File: config.mk
export PLATFORM = sky130hd
export DESIGN_NAME = ex_mem_stage_flat
export DESIGN_NICKNAME = d
export VERILOG_FILES = /design/src/rtl/ex_mem_stage_pkg.sv /design/src/rtl/ex_mem_stage_if.sv /design/src/rtl/ex_mem_stage_alu.sv /design/src/rtl/ex_mem_stage.sv /design/src/flat_wrapper.sv
export SDC_FILE = /design/constraint.sdc
export NUM_CORES = 1
export LEC_CHECK = 0
export CORE_ASPECT_RATIO = 1.75
export CORE_MARGIN = 2
export CORE_UTILIZATION = 45
export CTS_CLUSTER_SIZE = 40
export DETAILED_ROUTE_END_ITERATION = 8
export GPL_ROUTABILITY_DRIVEN = 0
export PLACE_DENSITY = 0.81
export SLEW_MARGIN = 20
export SYNTH_ARGS = -nofsm -noshare
export SYNTH_HDL_FRONTEND = slang
export SYNTH_HIERARCHICAL = 1
export SYNTH_SLANG_ARGS = --single-unit
File: constraint.sdc
create_clock -name CLK -period 2 [get_ports CLK]
set_clock_uncertainty 0.1 [all_clocks]
set_input_delay 0.2 -clock CLK [delete_from_list [all_inputs] [get_ports CLK]]
set_output_delay 0.2 -clock CLK [all_outputs]
set_load 0.01 [all_outputs]
File: src/rtl/ex_mem_stage_pkg.sv
// Shared constants for the execute stage: ALU op encodings, thread-id width and the bubble control word.
package ex_mem_stage_pkg;

    localparam int DEF_DATA_W  = 16;
    localparam int DEF_REG_W   = 5;
    localparam int DEF_THREADS = 4;
    localparam int THREAD_W    = $clog2(DEF_THREADS);

    localparam logic [2:0] ALU_ADD  = 3'b000;
    localparam logic [2:0] ALU_SLL  = 3'b001;
    localparam logic [2:0] ALU_SLT  = 3'b010;
    localparam logic [2:0] ALU_SLTU = 3'b011;
    localparam logic [2:0] ALU_XOR  = 3'b100;
    localparam logic [2:0] ALU_SRL  = 3'b101;
    localparam logic [2:0] ALU_OR   = 3'b110;
    localparam logic [2:0] ALU_AND  = 3'b111;

    typedef struct packed {
        logic wreg_en;
        logic wmem_en;
        logic mem_to_reg;
    } ctrl_t;

    localparam ctrl_t CTRL_BUBBLE = '{wreg_en: 1'b0, wmem_en: 1'b0, mem_to_reg: 1'b0};

endpackage

File: src/rtl/ex_mem_stage_if.sv
// ID/EX-to-EX/MEM bundle; master drives the ID/EX side and perf controls, slave is the execute stage.
interface ex_mem_stage_if #(
    parameter int DW = 16,
    parameter int RW = 5,
    parameter int TW = 2
);
    logic          valid_in;
    logic          stall;
    logic          flush;
    logic          WRegEn_in;
    logic          WMemEn_in;
    logic          alu_src_in;
    logic          mem_to_reg_in;
    logic [DW-1:0] R1out_in;
    logic [DW-1:0] R2out_in;
    logic [DW-1:0] sign_ext_in;
    logic [RW-1:0] WReg1_in;
    logic [2:0]    func3_in;
    logic          func7_in;
    logic [TW-1:0] thread_id_in;
    logic          valid_out;
    logic [DW-1:0] alu_result_out;
    logic [DW-1:0] store_data_out;
    logic          WRegEn_out;
    logic          WMemEn_out;
    logic          mem_to_reg_out;
    logic [RW-1:0] WReg1_out;
    logic [TW-1:0] thread_id_out;
    logic [TW-1:0] perf_sel;
    logic          perf_clr;
    logic [15:0]   perf_count;

    modport master (
        output valid_in, stall, flush, WRegEn_in, WMemEn_in, alu_src_in, mem_to_reg_in,
               R1out_in, R2out_in, sign_ext_in, WReg1_in, func3_in, func7_in, thread_id_in,
               perf_sel, perf_clr,
        input  valid_out, alu_result_out, store_data_out, WRegEn_out, WMemEn_out,
               mem_to_reg_out, WReg1_out, thread_id_out, perf_count
    );

    modport slave (
        input  valid_in, stall, flush, WRegEn_in, WMemEn_in, alu_src_in, mem_to_reg_in,
               R1out_in, R2out_in, sign_ext_in, WReg1_in, func3_in, func7_in, thread_id_in,
               perf_sel, perf_clr,
        output valid_out, alu_result_out, store_data_out, WRegEn_out, WMemEn_out,
               mem_to_reg_out, WReg1_out, thread_id_out, perf_count
    );
endinterface

File: src/rtl/ex_mem_stage_alu.sv
// Combinational ALU of the execute stage; result wraps mod 2^DW and produces no flags.
module ex_alu
    import ex_mem_stage_pkg::*;
#(
    parameter int DW = 16
) (
    input  logic [DW-1:0] opa_i,
    input  logic [DW-1:0] opb_i,
    input  logic [2:0]    func3_i,
    input  logic          func7_i,
    input  logic          alu_src_i,
    output logic [DW-1:0] result_o
);
    localparam int SHW = $clog2(DW);

    logic [SHW-1:0]       shamt_s;
    logic signed [DW-1:0] sra_s;

    assign shamt_s = opb_i[SHW-1:0];
    // Kept as its own signed expression so the arithmetic shift is not demoted to logical.
    assign sra_s   = $signed(opa_i) >>> shamt_s;

    // Operation select; subtract only exists for register-register adds.
    always_comb begin
        result_o = {DW{1'b0}};
        case (func3_i)
            ALU_ADD: begin
                if (func7_i && !alu_src_i) begin
                    result_o = opa_i - opb_i;
                end else begin
                    result_o = opa_i + opb_i;
                end
            end
            ALU_SLL:  result_o = opa_i << shamt_s;
            ALU_SLT:  result_o = {{(DW-1){1'b0}}, ($signed(opa_i) < $signed(opb_i))};
            ALU_SLTU: result_o = {{(DW-1){1'b0}}, (opa_i < opb_i)};
            ALU_XOR:  result_o = opa_i ^ opb_i;
            ALU_SRL: begin
                if (func7_i) begin
                    result_o = sra_s;
                end else begin
                    result_o = opa_i >> shamt_s;
                end
            end
            ALU_OR:   result_o = opa_i | opb_i;
            ALU_AND:  result_o = opa_i & opb_i;
            default:  result_o = {DW{1'b0}};
        endcase
    end
endmodule

File: src/rtl/ex_mem_stage.sv
// Execute stage and EX/MEM register with flush > stall > load priority.
// Optional per-thread retire counters are built when EX_PERF_CNT_EN is defined.
module ex_mem_stage
    import ex_mem_stage_pkg::*;
#(
    parameter int PROC_DATA_WIDTH        = DEF_DATA_W,
    parameter int PROC_REGFILE_LOG2_DEEP = DEF_REG_W,
    parameter int THREADS                = DEF_THREADS
) (
    input  logic          CLK,
    input  logic          RST_N,
    ex_mem_stage_if.slave bus
);
    localparam int DW = PROC_DATA_WIDTH;
    localparam int RW = PROC_REGFILE_LOG2_DEEP;
    localparam int TW = $clog2(THREADS);

    logic [DW-1:0] opb_s;
    logic [DW-1:0] alu_s;
    logic          load_s;

    logic          valid_q, valid_d;
    ctrl_t         ctrl_q, ctrl_d;
    logic [DW-1:0] alu_q, alu_d;
    logic [DW-1:0] store_q, store_d;
    logic [RW-1:0] wreg_q, wreg_d;
    logic [TW-1:0] tid_q, tid_d;

    assign opb_s  = bus.alu_src_in ? bus.sign_ext_in : bus.R2out_in;
    assign load_s = bus.valid_in & ~bus.flush & ~bus.stall;

    ex_alu #(.DW(DW)) u_alu (
        .opa_i     (bus.R1out_in),
        .opb_i     (opb_s),
        .func3_i   (bus.func3_in),
        .func7_i   (bus.func7_in),
        .alu_src_i (bus.alu_src_in),
        .result_o  (alu_s)
    );

    // Next EX/MEM contents: bubbles clear valid/control but leave the data registers untouched.
    always_comb begin
        valid_d = valid_q;
        ctrl_d  = ctrl_q;
        alu_d   = alu_q;
        store_d = store_q;
        wreg_d  = wreg_q;
        tid_d   = tid_q;
        if (bus.flush) begin
            valid_d = 1'b0;
            ctrl_d  = CTRL_BUBBLE;
        end else if (bus.stall) begin
            valid_d = valid_q;
            ctrl_d  = ctrl_q;
        end else if (bus.valid_in) begin
            valid_d            = 1'b1;
            ctrl_d.wreg_en     = bus.WRegEn_in & (bus.WReg1_in != {RW{1'b0}});
            ctrl_d.wmem_en     = bus.WMemEn_in;
            ctrl_d.mem_to_reg  = bus.mem_to_reg_in;
            alu_d              = alu_s;
            store_d            = bus.R2out_in;
            wreg_d             = bus.WReg1_in;
            tid_d              = bus.thread_id_in;
        end else begin
            valid_d = 1'b0;
            ctrl_d  = CTRL_BUBBLE;
        end
    end

    // EX/MEM pipeline register.
    always_ff @(posedge CLK or negedge RST_N) begin
        if (!RST_N) begin
            valid_q <= 1'b0;
            ctrl_q  <= CTRL_BUBBLE;
            alu_q   <= {DW{1'b0}};
            store_q <= {DW{1'b0}};
            wreg_q  <= {RW{1'b0}};
            tid_q   <= {TW{1'b0}};
        end else begin
            valid_q <= valid_d;
            ctrl_q  <= ctrl_d;
            alu_q   <= alu_d;
            store_q <= store_d;
            wreg_q  <= wreg_d;
            tid_q   <= tid_d;
        end
    end

    assign bus.valid_out      = valid_q;
    assign bus.WRegEn_out     = ctrl_q.wreg_en;
    assign bus.WMemEn_out     = ctrl_q.wmem_en;
    assign bus.mem_to_reg_out = ctrl_q.mem_to_reg;
    assign bus.alu_result_out = alu_q;
    assign bus.store_data_out = store_q;
    assign bus.WReg1_out      = wreg_q;
    assign bus.thread_id_out  = tid_q;

`ifdef EX_PERF_CNT_EN
    logic [15:0] cnt_q [THREADS];
    logic [15:0] cnt_d [THREADS];

    // Retire counting; a clear on the same edge as a retire wins.
    always_comb begin
        for (int t = 0; t < THREADS; t++) begin
            cnt_d[t] = cnt_q[t];
            if (bus.perf_clr) begin
                cnt_d[t] = 16'h0000;
            end else if (load_s && (bus.thread_id_in == TW'(t))) begin
                cnt_d[t] = cnt_q[t] + 16'h0001;
            end else begin
                cnt_d[t] = cnt_q[t];
            end
        end
    end

    // Retire counter registers.
    always_ff @(posedge CLK or negedge RST_N) begin
        if (!RST_N) begin
            for (int t = 0; t < THREADS; t++) begin
                cnt_q[t] <= 16'h0000;
            end
        end else begin
            for (int t = 0; t < THREADS; t++) begin
                cnt_q[t] <= cnt_d[t];
            end
        end
    end

    assign bus.perf_count = cnt_q[bus.perf_sel];
`else
    logic unused_perf_s;
    assign unused_perf_s  = ^{bus.perf_sel, bus.perf_clr};
    assign bus.perf_count = 16'h0000;
`endif

endmodule

File: src/flat_wrapper.sv
// flat-port wrapper written by rule: the top's interface ports become plain ports
module ex_mem_stage_flat import ex_mem_stage_pkg::*;
#(
    parameter int PROC_DATA_WIDTH        = DEF_DATA_W,
    parameter int PROC_REGFILE_LOG2_DEEP = DEF_REG_W,
    parameter int THREADS                = DEF_THREADS
)
  (CLK, RST_N, bus_valid_in, bus_stall, bus_flush, bus_WRegEn_in, bus_WMemEn_in, bus_alu_src_in, bus_mem_to_reg_in, bus_R1out_in, bus_R2out_in, bus_sign_ext_in, bus_WReg1_in, bus_func3_in, bus_func7_in, bus_thread_id_in, bus_perf_sel, bus_perf_clr, bus_valid_out, bus_alu_result_out, bus_store_data_out, bus_WRegEn_out, bus_WMemEn_out, bus_mem_to_reg_out, bus_WReg1_out, bus_thread_id_out, bus_perf_count);
  ex_mem_stage_if #(.DW(16), .RW(5), .TW(2)) bus_i ();
  input  logic CLK;
  input  logic RST_N;
  input wire logic [$bits(bus_i.valid_in)-1:0] bus_valid_in;
  input wire logic [$bits(bus_i.stall)-1:0] bus_stall;
  input wire logic [$bits(bus_i.flush)-1:0] bus_flush;
  input wire logic [$bits(bus_i.WRegEn_in)-1:0] bus_WRegEn_in;
  input wire logic [$bits(bus_i.WMemEn_in)-1:0] bus_WMemEn_in;
  input wire logic [$bits(bus_i.alu_src_in)-1:0] bus_alu_src_in;
  input wire logic [$bits(bus_i.mem_to_reg_in)-1:0] bus_mem_to_reg_in;
  input wire logic [$bits(bus_i.R1out_in)-1:0] bus_R1out_in;
  input wire logic [$bits(bus_i.R2out_in)-1:0] bus_R2out_in;
  input wire logic [$bits(bus_i.sign_ext_in)-1:0] bus_sign_ext_in;
  input wire logic [$bits(bus_i.WReg1_in)-1:0] bus_WReg1_in;
  input wire logic [$bits(bus_i.func3_in)-1:0] bus_func3_in;
  input wire logic [$bits(bus_i.func7_in)-1:0] bus_func7_in;
  input wire logic [$bits(bus_i.thread_id_in)-1:0] bus_thread_id_in;
  input wire logic [$bits(bus_i.perf_sel)-1:0] bus_perf_sel;
  input wire logic [$bits(bus_i.perf_clr)-1:0] bus_perf_clr;
  output wire logic [$bits(bus_i.valid_out)-1:0] bus_valid_out;
  output wire logic [$bits(bus_i.alu_result_out)-1:0] bus_alu_result_out;
  output wire logic [$bits(bus_i.store_data_out)-1:0] bus_store_data_out;
  output wire logic [$bits(bus_i.WRegEn_out)-1:0] bus_WRegEn_out;
  output wire logic [$bits(bus_i.WMemEn_out)-1:0] bus_WMemEn_out;
  output wire logic [$bits(bus_i.mem_to_reg_out)-1:0] bus_mem_to_reg_out;
  output wire logic [$bits(bus_i.WReg1_out)-1:0] bus_WReg1_out;
  output wire logic [$bits(bus_i.thread_id_out)-1:0] bus_thread_id_out;
  output wire logic [$bits(bus_i.perf_count)-1:0] bus_perf_count;
  assign bus_i.valid_in = bus_valid_in;
  assign bus_i.stall = bus_stall;
  assign bus_i.flush = bus_flush;
  assign bus_i.WRegEn_in = bus_WRegEn_in;
  assign bus_i.WMemEn_in = bus_WMemEn_in;
  assign bus_i.alu_src_in = bus_alu_src_in;
  assign bus_i.mem_to_reg_in = bus_mem_to_reg_in;
  assign bus_i.R1out_in = bus_R1out_in;
  assign bus_i.R2out_in = bus_R2out_in;
  assign bus_i.sign_ext_in = bus_sign_ext_in;
  assign bus_i.WReg1_in = bus_WReg1_in;
  assign bus_i.func3_in = bus_func3_in;
  assign bus_i.func7_in = bus_func7_in;
  assign bus_i.thread_id_in = bus_thread_id_in;
  assign bus_i.perf_sel = bus_perf_sel;
  assign bus_i.perf_clr = bus_perf_clr;
  assign bus_valid_out = bus_i.valid_out;
  assign bus_alu_result_out = bus_i.alu_result_out;
  assign bus_store_data_out = bus_i.store_data_out;
  assign bus_WRegEn_out = bus_i.WRegEn_out;
  assign bus_WMemEn_out = bus_i.WMemEn_out;
  assign bus_mem_to_reg_out = bus_i.mem_to_reg_out;
  assign bus_WReg1_out = bus_i.WReg1_out;
  assign bus_thread_id_out = bus_i.thread_id_out;
  assign bus_perf_count = bus_i.perf_count;
  ex_mem_stage #(.PROC_DATA_WIDTH(PROC_DATA_WIDTH), .PROC_REGFILE_LOG2_DEEP(PROC_REGFILE_LOG2_DEEP), .THREADS(THREADS)) u_core (.CLK(CLK), .RST_N(RST_N), .bus(bus_i));
endmodule
==> results.json <==
{
  "status": "finished with violations",
  "violations": "DRC, setup timing",
  "num_rows": 55,
  "cp_max_fo": 5,
  "seq_area_frac_synth_pct": 18.4,
  "yosys_warnings": 6,
  "cp_cell_sequence": "buf_12, buf_12, mux2_4, inv_4, ha_4, or3b_4, nand4_1, buf_4, a31oi_4, buf_6, o21ai_2, o21ai_2, a41oi_1, nand3_2, mux2_4",
  "p_leak_nw": 4.40,
  "dp_slack_ns": -1.55,
  "fp.dieH_um": 155,
  "grtUsageTotal_pct": 40.8,
  "first_global_vias": 7931,
  "synth_cell_types": 79,
  "yosysTopAreaCellShare_pct": 18.4,
  "cts.sinks": 43,
  "fin_nets": 1117,
  "ir_worst_vdd_mv": 0.798,
  "maxSlewViolCount": 0,
  "antenna_found_initial": 1,
  "syn_to_final_growth_pct": 66.9,
  "num_vias": 8180,
  "hold_viol": 0,
  "critPathLaunchType": "input pin",
  "placed_cell_area_mm2": 0.00850,
  "synthCells": 698,
  "rr_endpoint": "u_core/bus.alu_result_out[0]",
  "grt_overflow_total": 0,
  "period_share_pct": 150,
  "drc": 43,
  "worstMarginPinSlew_ns": 0.687,
  "slowest_delay_ns": 0.41,
  "routedWlPerCell_um": 28.8,
  "rsz0062_at_grt": "yes",
  "grt_pass1_wl_um": 43900,
  "cpMaxStageDelayCell": "or3b_4",
  "ys_seq_elements": 43,
  "setup_ws_ns": -0.993,
  "pwr_density_cell_mw_per_mm2": 588,
  "crit_start": "bus_alu_src_in",
  "drt-vias-per-instance": 7.00,
  "reg2reg_depth": 1,
  "root_buffer": "clkbuf_16",
  "min_from": "bus_R2out_in[10]",
  "worst_r2r_startpoint": "u_core/bus.alu_result_out[0]",
  "end_kind": "register",
  "min_path_type": "input pin to register",
  "io_pins": 130,
  "maxCapViolations": 0,
  "synthTopCellsByArea": "dfrtp_1 (18%), ha_1 (10%), mux2_2 (9.8%)",
  "initial_core_util_pct": 45.7,
  "ff2ff_setup_slack_ns": 0.88,
  "ys_top_cells_by_count": "inv_1 (53), nor2_1 (53), a21oi_1 (52)",
  "synth_edf_count": 0,
  "synth.avg_cell_area_um2": 8.38,
  "grt_max_degree": 47,
  "cts_max_level": 2,
  "min_to": "u_core/bus.store_data_out[10]",
  "numCtsBuffers": 5,
  "die_area_mm2": 0.0140,
  "synth_area_mm2": 0.00585,
  "port_buffers": 110,
  "first_iter_violations": 1532,
  "worst-setup-path-type": "input pin to register",
  "synth_top_flop_cell": "dfrtp_1",
  "clockBufferDepth": 2,
  "slew_headroom_pct": 52.9,
  "finalSetupViolations": 16,
  "core_area_mm2": 0.0128,
  "hold_depth": 2,
  "drt-total-wl_um": 33600,
  "async_flop_share_pct": 100,
  "fin_crit_ns": 2.99,
  "fmax_mhz": 334,
  "dp_hpwl_um": 17900,
  "cp_data_required_time_ns": 2.09,
  "yosys.area.top_type": "dfrtp_1",
  "drt_pass1_iterations": 9,
  "cts.clk_slew.worst_paths_ns": 0.07,
  "arrival_ns": 3.08,
  "ant_nets": 0,
  "worstSkewPairLatency_ns": 0.30,
  "drive_above_1_share_pct": 43.8,
  "hold_slack_ns": 0.109,
  "die_w_um": 90.2,
  "fin_area_mm2": 0.00976,
  "cts_tree": "built"
}
## per-layer routing
metal | track usage [%] | vias to the layer above | share of wire (%) | wire length [µm]
met5 | 1.81 | - | 0 | 0
met4 | 35.9 | 0 | 12 | 3970
met3 | 8.04 | 390 | 12 | 4000
met2 | 69.6 | 918 | 46 | 15300
met1 | 42.1 | 3732 | 31 | 10400
li1 | - | 3140 | - | -
## power breakdown
part           leakage (nW)  total [mW]  internal [mW]  switching, mW
sequential            0.530        1.20           1.04          0.153
combinational          3.79        3.56           1.74           1.82
clock                0.0838       0.984          0.591          0.393
total                  4.40        5.74           3.38           2.36
## area by class of cell
type	count	area [µm²]
clock inverter	3	43.8
inverter	55	221
clock buffer	5	125
tap	171	214
antenna	1	2.50
fill	752	3040
sequential	43	1080
multi-input combinational	552	5070
timing repair buffer	338	3010
## kinds of logic after synthesis
group / after synthesis / synth area share (%)
adders and majority gates: 51 / 11.2
buffers and inverters: 118 / 9.71
xor gates and xnor gates: 10 / 1.50
and+or+nand+nor: 153 / 12.4
other: 1 / 0.0641
AOI/OAI and AO/OA: 225 / 26.1
DFF: 43 / 18.4
muxes: 97 / 20.7
## timing repair
action	4_1_cts	5_1_grt
pin swaps	77	48
cloned	3	0
endpoints found under the setup margin	16	16
gates resized for setup	169	68
hold endpoints to repair	43	0
hold buffers	1	0
buffers inserted	22	12
## cell usage in the layout (no fill, tap or decap), types with 6 or more instances in the layout
master and instances:
buf_4 196, clkdlybuf4s50_1 79, nor2_1 47, dfrtp_1 43, nand2_1 40, a21oi_1 39
inv_1 39, o21ai_0 36, mux2_4 34, ha_1 30, mux2_2 27, mux2i_1 20
dlygate4sd2_1 19, buf_6 19, conb_1 16, ha_4 15, o211ai_1 13, a211oi_1 12
o21ai_2 12, buf_12 11, a21oi_2 10, mux4_2 10, inv_2 9, nand3_1 9
nor3_1 9, o21ai_1 8, a22o_1 8, dlymetal6s2s_1 7, inv_4 6
## critical path: cells and delay by family
kind | cells | cell delay, ns
AND/OR/NAND/NOR | 3 | 0.75
multiplexers | 2 | 0.50
adder cells (fa/ha/maj) | 1 | 0.28
AO/OA/AOI/OAI | 4 | 0.74
buffers and inverters | 5 | 0.60
## flip-flops by register name (all words and copies together), names as in the netlist
signal	flops
u_core/bus.valid_out	1
u_core/bus.mem_to_reg_out	1
u_core/bus.WMemEn_out	1
u_core/bus.thread_id_out	2
u_core/bus.store_data_out	16
u_core/bus.WReg1_out	5
u_core/bus.WRegEn_out	1
u_core/bus.alu_result_out	16
## worst max path at each step
stage,to,slack [ns]
after floorplan,u_core/bus.alu_result_out[13],-0.85
after global placement,u_core/bus.alu_result_out[9],-1.42
after detailed placement,u_core/bus.alu_result_out[13],-1.55
after CTS,u_core/bus.alu_result_out[14],-0.71
after global routing,u_core/bus.alu_result_out[15],-1.00
final,u_core/bus.alu_result_out[15],-0.99
## through the flow
| step | power (mW) | instances | TNS [ns] | utilization, % |
|---|---|---|---|---|
| floorplan | 2.52 | 713 | -11.27 | - |
| global route | 5.87 | 1168 | -12.46 | 76.2 |
| detailed placement | 3.83 | 1126 | -21.91 | 66.4 |
| finish | 5.74 | 1168 | -12.35 | 76.2 |
| CTS | 5.15 | 1159 | -9.36 | 74.0 |
| global placement | 3.77 | 1126 | -20.54 | 66.4 |
Note: power is estimated with default switching activity, not from simulation.
